## src/rtl/alu_pkg.sv

```systemverilog
// alu_pkg
//   Shared types for the ID/EX issue stage: the ALU Operation encoding
//   (fixed, must match the ALU), the ALUOp class from the main decoder,
//   and the payload word held in the stage's main and skid registers.
package alu_pkg;

   localparam int ISSUE_DATA_WIDTH     = 32;
   localparam int ISSUE_OPCODE_LENGTH  = 4;
   localparam int ISSUE_REG_ADDR_WIDTH = 5;

   typedef enum logic [3:0] {
      ALU_AND  = 4'b0000,
      ALU_XOR  = 4'b0001,
      ALU_OR   = 4'b0010,
      ALU_ADD  = 4'b0011,
      ALU_SUB  = 4'b0100,
      ALU_EQ   = 4'b0101,
      ALU_NE   = 4'b0110,
      ALU_LT   = 4'b0111,
      ALU_GE   = 4'b1000,
      ALU_SRL  = 4'b1001,
      ALU_SLL  = 4'b1010,
      ALU_SRA  = 4'b1011,
      ALU_TRUE = 4'b1111
   } alu_op_e;

   typedef enum logic [1:0] {
      ALUOP_MEM    = 2'b00,
      ALUOP_BRANCH = 2'b01,
      ALUOP_ARITH  = 2'b10,
      ALUOP_JUMP   = 2'b11
   } aluop_e;

   typedef struct packed {
      alu_op_e                         operation;
      logic [ISSUE_DATA_WIDTH-1:0]     srca;
      logic [ISSUE_DATA_WIDTH-1:0]     srcb;
      logic [ISSUE_REG_ADDR_WIDTH-1:0] rd;
      logic                            illegal;
   } issue_payload_t;

endpackage

```

## src/rtl/alu_issue_stage_if.sv

```systemverilog
// alu_issue_stage_if
//   Bundle of the ID-side and EX-side handshakes of the issue stage plus
//   the flush request.
//   slave  : the issue stage view (consumes in_*, produces out_*).
//   master : the surrounding pipeline view (produces in_*, consumes out_*).
interface alu_issue_stage_if #(
   parameter int DATA_WIDTH     = 32,
   parameter int OPCODE_LENGTH  = 4,
   parameter int REG_ADDR_WIDTH = 5
);
   logic                      flush;
   logic                      in_valid;
   logic                      in_ready;
   logic [1:0]                in_aluop;
   logic [2:0]                in_funct3;
   logic                      in_funct7_5;
   logic                      in_is_rtype;
   logic [DATA_WIDTH-1:0]     in_srca;
   logic [DATA_WIDTH-1:0]     in_srcb;
   logic [REG_ADDR_WIDTH-1:0] in_rd;
   logic                      out_valid;
   logic                      out_ready;
   logic [OPCODE_LENGTH-1:0]  out_operation;
   logic [DATA_WIDTH-1:0]     out_srca;
   logic [DATA_WIDTH-1:0]     out_srcb;
   logic [REG_ADDR_WIDTH-1:0] out_rd;
   logic                      out_illegal;

   modport slave (
      input  flush, in_valid, in_aluop, in_funct3, in_funct7_5, in_is_rtype,
             in_srca, in_srcb, in_rd, out_ready,
      output in_ready, out_valid, out_operation, out_srca, out_srcb, out_rd,
             out_illegal
   );

   modport master (
      output flush, in_valid, in_aluop, in_funct3, in_funct7_5, in_is_rtype,
             in_srca, in_srcb, in_rd, out_ready,
      input  in_ready, out_valid, out_operation, out_srca, out_srcb, out_rd,
             out_illegal
   );
endinterface

```

## src/rtl/alu_op_decode.sv

```systemverilog
// alu_op_decode
//   Combinational ALU control decode.
//   aluop, funct3, funct7_5, is_rtype -> operation (4-bit ALU code), illegal.
//   Unsupported encodings decode to AND with illegal raised so the entry
//   can still flow down the pipe and be trapped later.
module alu_op_decode
   import alu_pkg::*;
(
   input  aluop_e     aluop,
   input  logic [2:0] funct3,
   input  logic       funct7_5,
   input  logic       is_rtype,
   output alu_op_e    operation,
   output logic       illegal
);

   always_comb begin
      operation = ALU_AND;
      illegal   = 1'b0;
      case (aluop)
         ALUOP_MEM:    operation = ALU_ADD;
         ALUOP_BRANCH: begin
            case (funct3)
               3'b000:  operation = ALU_EQ;
               3'b001:  operation = ALU_NE;
               3'b100:  operation = ALU_LT;
               3'b101:  operation = ALU_GE;
               default: illegal   = 1'b1;
            endcase
         end
         ALUOP_ARITH: begin
            case (funct3)
               // I-type has no SUB; bit 30 there is immediate data.
               3'b000:  operation = (is_rtype && funct7_5) ? ALU_SUB : ALU_ADD;
               3'b100:  operation = ALU_XOR;
               3'b110:  operation = ALU_OR;
               3'b111:  operation = ALU_AND;
               3'b001:  operation = ALU_SLL;
               3'b010:  operation = ALU_LT;
               3'b101:  operation = funct7_5 ? ALU_SRA : ALU_SRL;
               default: illegal   = 1'b1;   // SLTU has no ALU code
            endcase
         end
         ALUOP_JUMP:   operation = ALU_TRUE;
         default:      operation = ALU_AND;
      endcase
   end

endmodule

```

## src/rtl/alu_issue_stage.sv

```systemverilog
// alu_issue_stage
//   ID/EX issue stage: decodes the ALU control fields and registers the
//   operation with both operands behind a valid/ready handshake. A 2-entry
//   (main + skid) buffer keeps in_ready a pure register output, so EX
//   back-pressure never reaches ID combinationally.
//   clk, rst_n : clock (rising edge), async active-low reset
//   bus        : slave modport of alu_issue_stage_if (flush, in_*, out_*)
//
//   state  | meaning
//   -------+---------------------------------------------------------
//   EMPTY  | nothing held, out_valid=0, in_ready=1
//   ONE    | main holds the oldest entry, out_valid=1, in_ready=1
//   TWO    | main oldest, skid next, out_valid=1, in_ready=0
module alu_issue_stage
   import alu_pkg::*;
#(
   parameter int DATA_WIDTH     = 32,
   parameter int OPCODE_LENGTH  = 4,
   parameter int REG_ADDR_WIDTH = 5
) (
   input  logic               clk,
   input  logic               rst_n,
   alu_issue_stage_if.slave   bus
);

   typedef enum logic [1:0] {
      ST_EMPTY = 2'd0,
      ST_ONE   = 2'd1,
      ST_TWO   = 2'd2
   } state_e;

   state_e         state;
   logic           in_ready_q;
   logic           out_valid_q;
   issue_payload_t main_q;
   issue_payload_t skid_q;
   issue_payload_t new_entry;
   alu_op_e        dec_operation;
   logic           dec_illegal;
   logic           accept;
   logic           consume;

   alu_op_decode u_decode (
      .aluop     (aluop_e'(bus.in_aluop)),
      .funct3    (bus.in_funct3),
      .funct7_5  (bus.in_funct7_5),
      .is_rtype  (bus.in_is_rtype),
      .operation (dec_operation),
      .illegal   (dec_illegal)
   );

   always_comb begin
      new_entry           = '0;
      new_entry.operation = dec_operation;
      new_entry.srca      = bus.in_srca;
      new_entry.srcb      = bus.in_srcb;
      new_entry.rd        = bus.in_rd;
      new_entry.illegal   = dec_illegal;
   end

   assign accept  = bus.in_valid & in_ready_q;
   assign consume = out_valid_q & bus.out_ready;

   always_ff @(posedge clk or negedge rst_n) begin
      if (!rst_n) begin
         state       <= ST_EMPTY;
         in_ready_q  <= 1'b1;
         out_valid_q <= 1'b0;
         main_q      <= '0;
         skid_q      <= '0;
      end else if (bus.flush) begin
         // A consume in this cycle has already happened on the wire; only
         // the held entries and any input presented now are discarded.
         state       <= ST_EMPTY;
         in_ready_q  <= 1'b1;
         out_valid_q <= 1'b0;
      end else begin
         case (state)
            ST_EMPTY: begin
               if (accept) begin
                  main_q      <= new_entry;
                  out_valid_q <= 1'b1;
                  state       <= ST_ONE;
               end
            end
            ST_ONE: begin
               if (accept && !consume) begin
                  skid_q     <= new_entry;
                  in_ready_q <= 1'b0;
                  state      <= ST_TWO;
               end else if (!accept && consume) begin
                  out_valid_q <= 1'b0;
                  state       <= ST_EMPTY;
               end else if (accept && consume) begin
                  main_q <= new_entry;
               end
            end
            ST_TWO: begin
               // in_ready_q is low here, so no accept can coincide.
               if (consume) begin
                  main_q     <= skid_q;
                  in_ready_q <= 1'b1;
                  state      <= ST_ONE;
               end
            end
            default: begin
               state       <= ST_EMPTY;
               in_ready_q  <= 1'b1;
               out_valid_q <= 1'b0;
            end
         endcase
      end
   end

   assign bus.in_ready      = in_ready_q;
   assign bus.out_valid     = out_valid_q;
   assign bus.out_operation = OPCODE_LENGTH'(main_q.operation);
   assign bus.out_srca      = DATA_WIDTH'(main_q.srca);
   assign bus.out_srcb      = DATA_WIDTH'(main_q.srcb);
   assign bus.out_rd        = REG_ADDR_WIDTH'(main_q.rd);
   assign bus.out_illegal   = main_q.illegal;

endmodule
```

## src/flat_wrapper.sv

```systemverilog
// flat-port wrapper written by rule: the top's interface ports become plain ports
module alu_issue_stage_flat import alu_pkg::*;
#(
   parameter int DATA_WIDTH     = 32,
   parameter int OPCODE_LENGTH  = 4,
   parameter int REG_ADDR_WIDTH = 5
)
  (clk, rst_n, bus_flush, bus_in_valid, bus_in_aluop, bus_in_funct3, bus_in_funct7_5, bus_in_is_rtype, bus_in_srca, bus_in_srcb, bus_in_rd, bus_out_ready, bus_in_ready, bus_out_valid, bus_out_operation, bus_out_srca, bus_out_srcb, bus_out_rd, bus_out_illegal);
  alu_issue_stage_if #(.DATA_WIDTH(DATA_WIDTH), .OPCODE_LENGTH(OPCODE_LENGTH), .REG_ADDR_WIDTH(REG_ADDR_WIDTH)) bus_i ();
  input  logic clk;
  input  logic rst_n;
  input wire logic [$bits(bus_i.flush)-1:0] bus_flush;
  input wire logic [$bits(bus_i.in_valid)-1:0] bus_in_valid;
  input wire logic [$bits(bus_i.in_aluop)-1:0] bus_in_aluop;
  input wire logic [$bits(bus_i.in_funct3)-1:0] bus_in_funct3;
  input wire logic [$bits(bus_i.in_funct7_5)-1:0] bus_in_funct7_5;
  input wire logic [$bits(bus_i.in_is_rtype)-1:0] bus_in_is_rtype;
  input wire logic [$bits(bus_i.in_srca)-1:0] bus_in_srca;
  input wire logic [$bits(bus_i.in_srcb)-1:0] bus_in_srcb;
  input wire logic [$bits(bus_i.in_rd)-1:0] bus_in_rd;
  input wire logic [$bits(bus_i.out_ready)-1:0] bus_out_ready;
  output wire logic [$bits(bus_i.in_ready)-1:0] bus_in_ready;
  output wire logic [$bits(bus_i.out_valid)-1:0] bus_out_valid;
  output wire logic [$bits(bus_i.out_operation)-1:0] bus_out_operation;
  output wire logic [$bits(bus_i.out_srca)-1:0] bus_out_srca;
  output wire logic [$bits(bus_i.out_srcb)-1:0] bus_out_srcb;
  output wire logic [$bits(bus_i.out_rd)-1:0] bus_out_rd;
  output wire logic [$bits(bus_i.out_illegal)-1:0] bus_out_illegal;
  assign bus_i.flush = bus_flush;
  assign bus_i.in_valid = bus_in_valid;
  assign bus_i.in_aluop = bus_in_aluop;
  assign bus_i.in_funct3 = bus_in_funct3;
  assign bus_i.in_funct7_5 = bus_in_funct7_5;
  assign bus_i.in_is_rtype = bus_in_is_rtype;
  assign bus_i.in_srca = bus_in_srca;
  assign bus_i.in_srcb = bus_in_srcb;
  assign bus_i.in_rd = bus_in_rd;
  assign bus_i.out_ready = bus_out_ready;
  assign bus_in_ready = bus_i.in_ready;
  assign bus_out_valid = bus_i.out_valid;
  assign bus_out_operation = bus_i.out_operation;
  assign bus_out_srca = bus_i.out_srca;
  assign bus_out_srcb = bus_i.out_srcb;
  assign bus_out_rd = bus_i.out_rd;
  assign bus_out_illegal = bus_i.out_illegal;
  alu_issue_stage #(.DATA_WIDTH(DATA_WIDTH), .OPCODE_LENGTH(OPCODE_LENGTH), .REG_ADDR_WIDTH(REG_ADDR_WIDTH)) u_core (.clk(clk), .rst_n(rst_n), .bus(bus_i));
endmodule
```

## config.mk

```make
export PLATFORM = sky130hd
export DESIGN_NAME = alu_issue_stage_flat
export DESIGN_NICKNAME = d
export VERILOG_FILES = /design/src/rtl/alu_pkg.sv /design/src/rtl/alu_issue_stage_if.sv /design/src/rtl/alu_op_decode.sv /design/src/rtl/alu_issue_stage.sv /design/src/flat_wrapper.sv
export SDC_FILE = /design/constraint.sdc
export NUM_CORES = 1
export LEC_CHECK = 0
export ABC_AREA = 1
export ABC_CLOCK_PERIOD_IN_PS = 1600
export BUFFER_PORTS_ARGS = -buffer_cell sky130_fd_sc_hd__buf_4
export CORE_ASPECT_RATIO = 1.25
export CORE_MARGIN = 2
export CORE_UTILIZATION = 49
export DETAILED_ROUTE_END_ITERATION = 7
export PLACE_DENSITY = 0.74
export SLEW_MARGIN = 5
export SYNTH_ARGS = -nofsm -noshare
export SYNTH_HDL_FRONTEND = slang
export SYNTH_SLANG_ARGS = --single-unit
```

## constraint.sdc

```tcl
create_clock -name clk -period 1.6 [get_ports clk]
set_clock_uncertainty 0.05 [all_clocks]
set_input_delay 0.32 -clock clk [delete_from_list [all_inputs] [get_ports clk]]
set_output_delay 0.32 -clock clk [all_outputs]
set_load 0.01 [all_outputs]
```

Yosys cells after proc, flatten, opt, wreduce, memory -nomap -nowiden. Index checks and enable logic that the tools add are counted.

Multiplexer cells: 29. Bitwise operators: 3. Reduce and logical (&&, ||, !) cells: 17. Eq/ne operators: 24.

Operators by type and width (count): $mux W74 (5); $pmux W74 S3 (1); $pmux W4 S4 (2); $pmux W4 S6 (1); $eq A3 B3 Y1 const B (4); $mux W2 (6); $ne A3 B2 Y1 const B (4); $mux W1 (9); $reduce_and A3 Y1 (3); $ne A2 B2 Y1 const B (4); $reduce_and A7 Y1 (1); $reduce_or A7 Y1 (1); $eq A2 B2 Y1 const B (3); $ne A2 B1 Y1 const B (3); $pmux W1 S3 (2); $pmux W2 S3 (1); $eq A2 B1 Y1 const B (2); $logic_and A1 B1 Y1 (4); $logic_not A2 Y1 (2); $ne A4 B2 Y1 const B (1); $reduce_and A4 Y1 (1); $reduce_or A4 Y1 (1); $eq A3 B1 Y1 const B (1); $eq A3 B2 Y1 const B (1); 8 further kinds (10).

Input bits: 81. Output and inout port bits: 76. Bits in registers: 152.

Depth between registers and ports, before layout. Gate-level depths: netlist of run 1.

Depth after elaboration: 8. Gate-level depth with buffers: 13.

Hierarchy. Synthesis of run 1 repeated with hierarchy kept, for this count alone.

Cell total of the unflattened synthesis: 976. Area total of the unflattened synthesis: 7354.6 um^2.

By module, submodules not included: alu_issue_stage (seq. area each 3804.9 um^2, cells an instance 928, instances 1, area an instance 7114.3 um^2); alu_op_decode (seq. area each 0.0 um^2, cells an instance 48, instances 1, area an instance 240.2 um^2).

Least setup slack after synthesis of run 1. No wires, ideal clock.

Kind: reg-to-reg. Start: register u_core.in_ready_q, in the netlist u_core.bus.in_ready. End: register u_core.main_q, in the netlist u_core.bus.out_srca[10]. Stages on the path, launching flop included: 12. Path slack: -207 ps. Data required time: 1420 ps. Setup time: 130 ps. Period minus slack after synthesis: 1807 ps. Data arrival time: 1626 ps. Cell sequence: dfstp_2 -> nand2_1 -> inv_1 -> ha_1 -> nor2_1 -> nand2_1 -> nand2_1 -> nand2_1 -> nor2_2 -> inv_2 -> clkbuf_1 -> o21ai_1.

Cells in the longest elaborated chain, start to end: 5. Elaborated cells on any way between the ends: 10.

RTL lines: start, declared (line alu_issue_stage.sv:33) `logic in_ready_q;`; start signal, assigned (line alu_issue_stage.sv:67) `in_ready_q <= 1'b1;`; start signal, assigned (line alu_issue_stage.sv:75) `in_ready_q <= 1'b1;`; start signal, assigned (line alu_issue_stage.sv:89) `in_ready_q <= 1'b0;`; $and A1 B1 Y1 (*) (line alu_issue_stage.sv:61) `assign accept = bus.in_valid & in_ready_q;`; $logic_not A1 Y1 (line alu_issue_stage.sv:91) `end else if (!accept && consume) begin`; $logic_and A1 B1 Y1 (line alu_issue_stage.sv:91); $ne A2 B2 Y1 (no line); $reduce_and A7 Y1 (no line) (*); end signal, assigned (line alu_issue_stage.sv:81) `main_q <= new_entry;`; end signal, assigned (line alu_issue_stage.sv:95) `main_q <= new_entry;`; end signal, assigned (line alu_issue_stage.sv:101) `main_q <= skid_q;`; end, declared (line alu_issue_stage.sv:35) `issue_payload_t main_q;`.

Mark *: on every way between the ends. The rest lies on a longest branch, timed or not. A chain may end at the register's enable or synchronous reset.

Worst setup path in the final report of run 1.
Start: register u_core.in_ready_q, in the netlist u_core.bus.in_ready. End: register u_core.main_q, in the netlist u_core.bus.out_srca[27].

The elaborated chain is that of the path after synthesis.

==> qor.csv, run 1 <==
metric,value,unit
r2r endpoint,u_core.bus.out_srca[27]$_DFFE_PN0P_,
Final min period,1.88,ns
Mapped Area,0.00692,sq mm
Required @ worst endpoint,1.85,ns
final wirelength,17100,um
die width,110,um
FMAX,531,MHz
status,"complete, but fails checks",
Final period util,1.18,
largest net degree at the start of global routing,48,
layout cells sized above 1,0.272,
Comb power frac,0.391,
Final Hold Viols,0,
syn nets,899,
routability congestion estimate from global placement,0.824,
Worst Hold Path EP,u_core.skid_q[37]$_DFFE_PN0P_,
drt first pass iters,4,
pwr dens,1810,mW/mm^2
initial core utilization,0.501,
number of global-route vias before repair,5284,
hold_sp,bus_in_srcb[31],
"Avg Cell Area, Syn",8.53,sq um
CTS buffer count,17,
post-synth top area cell,dfrtp_1,
Clk network pwr share,0.213,
Rows,48,
global-route wire length before repair,25400,um
failing checks,setup timing,
Pleak,0.00502,uW
Antenna Diode Count,0,
Post-synth EDFFs,0,
GRT Util Overall,0.221,
Die Footprint,0.0151,sq mm
post-route insts no fill,1178,
register share of total power,0.395,
gr ovfl total,0,
worst-path fanout max,10,
wire length per cell,14.5,um
Worst EP arrival,2.13,ns
#FFs+latches synth,152,
launch point of the worst reg-to-reg path,u_core.bus.in_ready$_DFFE_PN1P_,
Clock Path Buffers,2,
# DRC,0,
critical path class,register to register,
Hold Path Stages,3,
most frequent cells in the layout,"nand2_1, buf_4, dfrtp_1, o21ai_1, o21ai_0",
number of max-slew violations in the final report,0,
Syn Inst Count,811,
Boundary Pins,157,
startpoint types,register,
slew margin rel.,0.735,
worst r2r path cells,12,
H-tree depth,4,
CTS tree,built,
internal power,10900,uW
synth unique cells,24,
ys async rst share,1.00,
Setup crit end kind,register,
hpwl dp,10300,um
Net Sw Power,5920,uW
top cell type's share of synthesized area,0.546,
total of max-cap violations,0,
slew at the pin with the worst max-slew slack,0.398,ns
sequential area share after synthesis,0.550,
RSZ-0062 raised after global routing,true,
Final ANT Viol Nets,0,
Placed Instances,1124,
Die H,137,um
Final nets,1078,
core area,0.0138,sq mm
Layout area overhead,34.9,%
IO buf count,156,
Setup Total Neg Slack,-19.38,ns
Clock Latency Late Sink,0.42,ns
clk sink count,152,
Via-to-Cell Ratio,5.03,
"CTS clk-pin slew, worst paths",0.06,ns
top_reg_cell synth,dfrtp_1,
Switching Share,0.352,
initial antenna violation count,0,
DRT iter0 DRCs,400,
clk root buf,clkbuf_16,
worst setup margin,-0.284,ns
# setup viols final,133,
Worst Hold Class,input port to register,
Worst VDD drop,945,uV
Synth Warn #,0,
via count,5925,
"commonest non-fill, non-tap cell in the layout",nand2_1,
largest cells by area after synthesis,"dfrtp_1, nand2_1, o21ai_1",
r2r setup slk,-0.28,ns
==> repair_timing <==
item | in CTS | in global routing
hold buffers | 1 | 0
gates cloned | 6 | 9
setup buffers | 4 | 2
endpoints found under the setup margin | 104 | 149
pin swaps | 0 | 2
gates resized for setup | 7 | 34
hold endpoints to repair | 31 | 0
==> metrics by stage <==
step	power [uW]	cell area [sq um]	setup slack, ns	hold WS [ns]	utilization
after floorplan	9990	6960	-0.119	-0.0256	-
after global placement	12100	8280	-0.163	0.209	0.600
after detailed placement	12300	8280	-0.204	0.211	0.600
after CTS	16200	9040	-0.198	0.0571	0.654
after global routing	18000	9330	-0.385	0.0776	0.675
final	16900	9330	-0.284	0.0680	0.675
==> synth_stat cells, types with 2 or more instances <==
cell type,instances
a21oi_1,6
buf_2,2
buf_6,29
clkbuf_1,10
clkbuf_2,5
dfrtp_1,151
ha_1,7
inv_1,84
inv_2,5
nand2_1,256
nand3_1,10
nor2_1,16
nor2_2,2
o211ai_1,2
o21ai_0,88
o21ai_1,125
o21ai_2,6
==> cell families (layout without fill, tap and decap cells) <==
family | Yosys count | after routing | share of synthesized area
adders and majority gates | 7 | 7 | 0.0127
and+or+nand+nor | 287 | 289 | 0.160
DFF | 152 | 152 | 0.550
AOI/OAI and AO/OA | 228 | 228 | 0.169
buffers and inverters | 137 | 327 | 0.108
==> layout make-up <==
type | count | area [sq um]
multi-input cells | 524 | 2480
clock inverters | 12 | 78.8
repair inverters | 2 | 17.5
inverters | 90 | 352
flip-flops and latches | 152 | 3800
fillers | 1119 | 4490
clock buffers | 20 | 457
repair buffers | 203 | 1920
well taps | 175 | 219
==> power groups by stage <==
stage | clock, uW | combinational, uW | sequential, uW
2_1_floorplan | 0 | 3100 | 6900
4_1_cts | 3650 | 5970 | 6610
3_3_place_gp | 0 | 5500 | 6630
6_report | 3600 | 6590 | 6660
5_1_grt | 3850 | 7330 | 6840
3_5_place_dp | 0 | 5680 | 6640
==> flip-flops by register name, summed over array words and instances, names as in the netlist <==
signal and cells:
u_core.bus.out_rd 5, u_core.state 2, u_core.bus.out_valid 1, u_core.bus.out_illegal 1
u_core.bus.out_operation 4, u_core.bus.out_srca 32, u_core.skid_q 74, u_core.bus.in_ready 1
u_core.bus.out_srcb 32
==> per-layer routing <==
metal,vias up,wire length (um),track usage
li1,2962,-,-
met1,2779,7070,0.277
met2,154,8840,0.367
met3,30,804,0.0524
met4,0,389,0.0882
met5,-,0,0
==> critical path: stages (launching register included) <==
cell	delay, ns
dfstp_2	0.55
nand2_4	0.08
ha_4	0.16
nor2_1	0.07
nand2_1	0.06
nand2_1	0.06
nand2_2	0.06
nor2_4	0.14
buf_12	0.15
inv_8	0.06
clkbuf_16	0.16
nand2_1	0.07
o21ai_1	0.07
==> how the worst max path moves through the flow <==
stage                                          startpoint                                 endpoint  slack (ns)  depth (start not counted)
after floorplan           u_core.bus.in_ready$_DFFE_PN1P_       u_core.bus.out_srcb[1]$_DFFE_PN0P_       -0.12                         12
after global routing      u_core.bus.in_ready$_DFFE_PN1P_      u_core.bus.out_srca[27]$_DFFE_PN0P_       -0.38                         12
after CTS                 u_core.bus.in_ready$_DFFE_PN1P_  u_core.bus.out_operation[3]$_DFFE_PN0P_       -0.20                         12
after global placement                      bus_out_ready      u_core.bus.out_srcb[18]$_DFFE_PN0P_       -0.16                         13
after detailed placement                    bus_out_ready  u_core.bus.out_operation[3]$_DFFE_PN0P_       -0.20                         14
final                     u_core.bus.in_ready$_DFFE_PN1P_      u_core.bus.out_srca[27]$_DFFE_PN0P_       -0.28                         12
(Power assumes the default switching activity.)
==> run 2, diff against run 1 <==
CORE_ASPECT_RATIO = default   (was 1.25)
CORE_UTILIZATION = 50   (was 49)
CTS_BUF_LIST = sky130_fd_sc_hd__clkbuf_8   (was default)
PLACE_DENSITY = 0.75   (was 0.74)
SYNTH_HIERARCHICAL = 1   (was default)
==> run 2 against run 1 <==
Net effect: the run now ends clean; via count grew 18%; global-route usage grew 3.2 points; synthesized area up 6.4%; critical path type unchanged; cell area increased by 1.7%; sequential cell count stayed put.
==> qor.csv, run 2 <==
metric,value,unit,change
critical path class,register to register,,
register with the most flip-flops,u_core/skid_q,,
Comb power frac,0.405,,+0.014
startpoint types,register,,
Final Hold Viols,0,,unchanged
initial antenna violation count,1,,+1
IO buf count,156,,unchanged
Multi-input gate area,0.00319,sq mm,+29%
Mapped Area,0.00735,sq mm,+6.4%
Clk network pwr share,0.164,,-0.049
"Avg Cell Area, Syn",7.54,sq um,-12%
synth unique cells,22,,-8.3%
DRT iter0 DRCs,748,,+87%
Final nets,1218,,+13%
internal power,9600,uW,-12%
M1 wire length,8590,um,+22%
H-tree depth,4,,unchanged
placed instance area,0.00895,sq mm,+8.1%
routability congestion estimate from global placement,0.839,,+1.7%
Fillers,1270,,+13%
Worst Hold Class,input port to register,,
top cell type's share of synthesized area,0.514,,-0.0326
"critical path, cell by cell",nand2_2 > buf_4 > nand3_4 > buf_16 > nand4_1 > nand2_1,,
worst-path fanout max,58,,+48
Die H,125,um,-8.4%
syn nets,1061,,+18%
# setup viols final,0,,-100%
clk root buf,clkbuf_8,,
Rows,44,,-8.3%
"Slowest-stage cell, CP",dfstp_2,,
max incr delay on CP,0.57,ns,+0.02 ns
max reg flops,74,,unchanged
Setup crit end kind,register,,
sequential area share after synthesis,0.517,,-0.0329
CTS tree,built,,
Die Footprint,0.0157,sq mm,+4.0%
largest net degree at the start of global routing,59,,+23%
number of global-route vias before repair,6510,,+23%
# DRC,0,,unchanged
Via-to-Cell Ratio,5.26,,+4.5%
die width,125,um,+14%
Reg area,0.00381,sq mm,about the same
"CTS clk-pin slew, worst paths",0.07,ns,about the same
wire length per cell,14.8,um,+2.0%
Post-synth EDFFs,0,,unchanged
Syn Inst Count,976,,+20%
Worst VDD drop,756,uV,-20%
hpwl dp,12500,um,+22%
#FFs+latches synth,152,,unchanged
Net Sw Power,5960,uW,+0.63%
ys async rst share,1.00,,unchanged
Final min period,1.54,ns,-0.340 ns
slew margin rel.,0.727,,-0.00783
met3 routed WL,1210,um,+51%
GRT Util Overall,0.253,,+0.0319
Pleak,0.00536,uW,+6.8%
slew at the pin with the worst max-slew slack,0.409,ns,+0.0117 ns
Clock Path Buffers,2,,unchanged
drt first pass iters,5,,+1
pwr dens,1640,mW/mm^2,-9.1%
largest cells by area after synthesis,"dfrtp_1, nand2_1, nand4_1",,
number of max-slew violations in the final report,0,,unchanged
Synth top cells by count,"nand2_1, dfrtp_1, nand3_1",,
status,"complete, no violations",,
Setup Total Neg Slack,0,ns,+19.38 ns
global-route wire length before repair,32200,um,+27%
initial core utilization,0.508,,+0.00732
post-synth top area cell,dfrtp_1,,
core area,0.0145,sq mm,+4.8%
final wirelength,19700,um,+15%
Synth Warn #,6,,+6
"commonest non-fill, non-tap cell in the layout",nand2_1,,
FMAX,648,MHz,+22%
Max Used Layer,met4,,
via count,6995,,+18%
Switching Share,0.383,,+0.0315
most common cell in the netlist,nand2_1,,
register share of total power,0.431,,+0.036
layout cells sized above 1,0.214,,-0.0584
Worst EP arrival,1.88,ns,-0.25 ns
Layout area overhead,28.9,%,
CP bufs+invs,2,,-1
clk sink count,152,,unchanged
most frequent cells in the layout,"nand2_1, buf_4, dfrtp_1, nand3_1, nand4_1",,
"Design Area, Final",0.00948,sq mm,+1.7%
Final ANT Viol Nets,0,,unchanged
gr ovfl total,0,,unchanged
Boundary Pins,157,,unchanged
Final period util,0.964,,-0.213
Required @ worst endpoint,1.94,ns,+0.09 ns
RSZ-0062 raised after global routing,true,,
length of routed met2 wiring,9490,um,+7.4%
top_reg_cell synth,dfrtp_1,,
total of max-cap violations,0,,unchanged
Clock Latency Late Sink,0.46,ns,+0.04 ns
critical path's top delay family,flip-flops,,
CTS buffer count,17,,unchanged
[run 2: changes by cell type after synthesis, moves of 11 or more]
cell,before,now
buf_2,2,51
buf_6,29,0
inv_1,84,12
nand2_1,256,549
nand3_1,10,89
nand4_1,1,74
nor2_1,16,5
o21ai_0,88,1
o21ai_1,125,0
[run 2: timing repair]
action	CTS	global route
hold buffers	8	0
resized for setup	3	4
setup buffers	1	4
endpoints found under the hold margin	39	0
pin swaps	2	5
setup endpoints to repair	78	150
gates cloned	0	2
[run 2: worst reg2reg max path, stage by stage (launching register included)]
cell,delay (ns)
dfstp_2,0.57
nand2_2,0.10
buf_4,0.15
nand3_4,0.09
buf_16,0.26
nand4_1,0.18
nand2_1,0.09
[run 2: power by group through the flow]
stage	registers (uW)	logic [uW]	clock network [uW]
3_5_place_dp	6740	6180	0
2_1_floorplan	6970	2980	0
5_1_grt	6940	7030	2780
6_report	6710	6300	2550
3_3_place_gp	6710	6030	0
4_1_cts	6700	6210	2610
[run 2: cell families after synthesis]
| group | Yosys count | synth area share |
|---|---|---|
| simple gates | 721 | 0.411 |
| buf+inv | 88 | 0.0566 |
| compound gates | 11 | 0.00851 |
| fa+ha+maj | 4 | 0.00681 |
| flops | 152 | 0.517 |
[run 2: layout make-up]
| type | instances | area share |
|---|---|---|
| Sequential cell | 152 | 0.401 |
| Multi-Input combinational cell | 736 | 0.337 |
| Timing Repair Buffer | 210 | 0.195 |
| Clock buffer | 21 | 0.0305 |
| Tap cell | 184 | 0.0243 |
| Inverter | 16 | 0.00660 |
| Clock inverter | 11 | 0.00488 |
| Antenna cell | 1 | 0.000264 |
[run 2: worst paths after layout]
path | from | endpoint | slack, ns | cells after the start
max | u_core/bus.in_ready$_DFFE_PN1P_ | u_core/bus.out_operation[0]$_DFFE_PN0P_ | 0.06 | 6
min | bus_in_srca[31] | u_core/skid_q[69]$_DFFE_PN0P_ | 0.02 | 3
max reg2reg | u_core/bus.in_ready$_DFFE_PN1P_ | u_core/bus.out_operation[0]$_DFFE_PN0P_ | 0.06 | 6
min reg2reg | u_core/skid_q[63]$_DFFE_PN0P_ | u_core/skid_q[63]$_DFFE_PN0P_ | 0.42 | 2
max in group asynchronous | rst_n | u_core/bus.out_srcb[24]$_DFFE_PN0P_ | 0.67 | 3
min in group asynchronous | rst_n | u_core/skid_q[2]$_DFFE_PN0P_ | 0.30 | 2
[run 2: stage by stage]
| stage | instances | power (uW) | setup WS [ns] | util | hold slack [ns] |
|---|---|---|---|---|---|
| after detailed placement | 1283 | 12900 | -0.0231 | 0.618 | 0.214 |
| after floorplan | 976 | 9950 | 0.0759 | - | -0.0256 |
| final | 1331 | 15600 | 0.0569 | 0.655 | 0.0245 |
| after global routing | 1331 | 16700 | -0.0261 | 0.655 | 0.00904 |
| after global placement | 1283 | 12700 | 0.0129 | 0.618 | 0.216 |
| after CTS | 1324 | 15500 | 0.0229 | 0.648 | 0.000515 |
[run 2: per-layer routing]
layer	up-vias	global-route usage
li1	3439	-
met1	3262	0.346
met2	261	0.398
met3	33	0.0535
met4	0	0.0967
met5	-	0
==> run 3, diff against run 2 <==
PLACE_DENSITY = 0.88   (was 0.75)
==> run 3 against run 2 <==
Net effect: the run now ends with setup timing left; cell area is 3.6% higher; sequential cell count stayed put; critical path type unchanged; clock power is 24% higher; die area stayed put; count of clock-buffer cells in the layout is 3 lower; register-to-register slack worse by 0.09 ns; core utilization is 2.4 points higher; total power is 8.6% higher; sequential share of layout area is 1.4 points lower; hold slack better by 0.0028 ns.
==> qor.csv, run 3 (synthesized netlist as in run 2, its figures left out) <==
metric,value,unit,change
wire length per cell,16.7,um,+13%
# setup viols final,5,,+5
initial antenna violation count,1,,unchanged
Final min period,1.63,ns,+0.0866 ns
most frequent cells in the layout,"nand2_1, buf_4, dfrtp_1, nand3_1, nand4_1",,
layout cells sized above 1,0.244,,+0.0303
initial core utilization,0.508,,unchanged
Clock Path Buffers,2,,unchanged
global-route wire length before repair,32300,um,+0.32%
Hold Path Stages,3,,unchanged
Layout area overhead,33.6,%,
Via-to-Cell Ratio,5.54,,+5.4%
hpwl dp,12600,um,+0.48%
worst setup margin,-0.0297,ns,-0.0866 ns
final wirelength,22300,um,+13%
number of global-route vias before repair,6778,,+4.1%
Clock Latency Late Sink,0.45,ns,about the same
H-tree depth,4,,unchanged
CTS buffer count,17,,unchanged
core area,0.0145,sq mm,unchanged
Die H,125,um,unchanged
die width,125,um,unchanged
CTS tree,built,,
status,"complete, but fails checks",,
number of max-slew violations in the final report,0,,unchanged
critical path class,register to register,,
Boundary Pins,157,,unchanged
Worst Hold Class,input port to register,,
routability congestion estimate from global placement,0.860,,+2.5%
"commonest non-fill, non-tap cell in the layout",nand2_1,,
Rows,44,,unchanged
drt first pass iters,5,,unchanged
clk sink count,152,,unchanged
r2r endpoint,u_core/skid_q[49]$_DFFE_PN0P_,,
hold_sp,bus_in_rd[3],,
overall power,16900,uW,+8.6%
slew at the pin with the worst max-slew slack,0.467,ns,+0.0576 ns
Final period util,1.02,,+0.0542
Required @ worst endpoint,1.89,ns,-0.05 ns
gr ovfl total,0,,unchanged
total of max-cap violations,0,,unchanged
RSZ-0062 raised after global routing,true,,
via count,7392,,+5.7%
hold slack,0.0273,ns,+0.00279 ns
launch point of the worst reg-to-reg path,u_core/bus.in_ready$_DFFE_PN1P_,,
largest net degree at the start of global routing,60,,+1.7%
failing checks,setup timing,,
IO buf count,156,,unchanged
post-route insts no fill,1335,,+0.30%
clk root buf,clkbuf_8,,
slew margin rel.,0.689,,-0.0384
Worst EP arrival,1.92,ns,+0.04 ns
GRT Util Overall,0.253,,about the same
Placed Instances,1278,,-0.39%
Antenna Diode Count,0,,-1
Die Footprint,0.0157,sq mm,unchanged
Final Hold Viols,0,,unchanged
"CTS clk-pin slew, worst paths",0.08,ns,about the same
worst r2r path cells,7,,+1
# DRC,0,,unchanged
max reg flops,74,,unchanged
register with the most flip-flops,u_core/skid_q,,
worst-path fanout max,29,,-50%
Worst Hold Path EP,u_core/skid_q[4]$_DFFE_PN0P_,,
Setup Total Neg Slack,-0.0558,ns,-0.0558 ns
pwr dens,1720,mW/mm^2,+4.8%
Setup crit end kind,register,,
Final nets,1223,,+0.41%
startpoint types,register,,
Worst VDD drop,901,uV,+19%
r2r setup slk,-0.03,ns,-0.09 ns
Pleak,0.00546,uW,+1.9%
Final ANT Viol Nets,0,,unchanged
final core utilization,0.678,,+0.0237
FMAX,614,MHz,-5.3%
Fillers,1176,,-7.4%
DRT iter0 DRCs,750,,+0.27%
==> run 3: changes by cell type in the layout (fill, tap and decap cells not counted), moves of 3 or more <==
cell        before  now
buf_4          181  173
buf_6            3    9
bufinv_16        0    4
clkbuf_16        2    9
clkbuf_8        21   18
clkinvlp_4       0    4
inv_1           19   12
nand2_1        545  523
nand2_2          4   25
==> run 3: power breakdown <==
part / internal, uW / total [uW] / switching [uW]
clock network: 1720 / 3160 / 1440
registers: 5660 / 6780 / 1120
logic: 3080 / 6960 / 3880
==> run 3: worst max-delay path by stage <==
stage	start	to	slack, ns
2_1_floorplan	u_core/bus.in_ready$_DFFE_PN1P_	u_core/bus.out_srca[20]$_DFFE_PN0P_	0.08
3_5_place_dp	bus_in_aluop[0]	u_core/bus.out_illegal$_DFFE_PN0P_	-0.06
4_1_cts	u_core/bus.in_ready$_DFFE_PN1P_	u_core/bus.out_srca[25]$_DFFE_PN0P_	-0.02
5_1_grt	u_core/bus.in_ready$_DFFE_PN1P_	u_core/skid_q[45]$_DFFE_PN0P_	-0.09
3_3_place_gp	bus_in_aluop[0]	u_core/bus.out_illegal$_DFFE_PN0P_	-0.02
6_report	u_core/bus.in_ready$_DFFE_PN1P_	u_core/skid_q[49]$_DFFE_PN0P_	-0.03
==> run 3: per-stage QoR <==
| step | setup slack, ns | instance area, sq um |
|---|---|---|
| after detailed placement | -0.0566 | 8890 |
| after global placement | -0.0188 | 8890 |
| after floorplan | 0.0759 | 7350 |
| after CTS | -0.0164 | 9390 |
| after global routing | -0.0868 | 9820 |
| final | -0.0297 | 9820 |
==> run 3: repair_timing <==
action,4_1_cts,5_1_grt
pin swaps,0,4
gates resized for setup,4,36
hold buffers,6,0
endpoints found under the hold margin,89,0
setup endpoints to repair,17,151
buffers inserted,0,8
gates cloned,0,12
==> run 3: area by class of cell <==
cell class	count	area, sq um	area share
multi-input cells	736	3260	0.332
flip-flops and latches	152	3810	0.387
clock buffers	18	248	0.0252
clock inverters	14	180	0.0183
inverters	16	62.6	0.00637
repair buffers	215	2040	0.207
well taps	184	230	0.0234
==> run 3: critical path, cell delays in order, from the launching register on <==
cell and delay, ns:
dfstp_2 0.57, buf_6 0.12, nand3_4 0.08, nor3_4 0.20
inv_2 0.12, clkbuf_16 0.23, nand2_1 0.09, nand2_1 0.06
==> run 3: layer usage <==
| metal | wire [um] | up-vias | global-route usage |
|---|---|---|---|
| met4 | 837 | 2 | 0.110 |
| met3 | 1870 | 84 | 0.0599 |
| met2 | 11000 | 376 | 0.418 |
| li1 | - | 3460 | - |
| met5 | 16 | - | 0 |
| met1 | 8530 | 3470 | 0.318 |
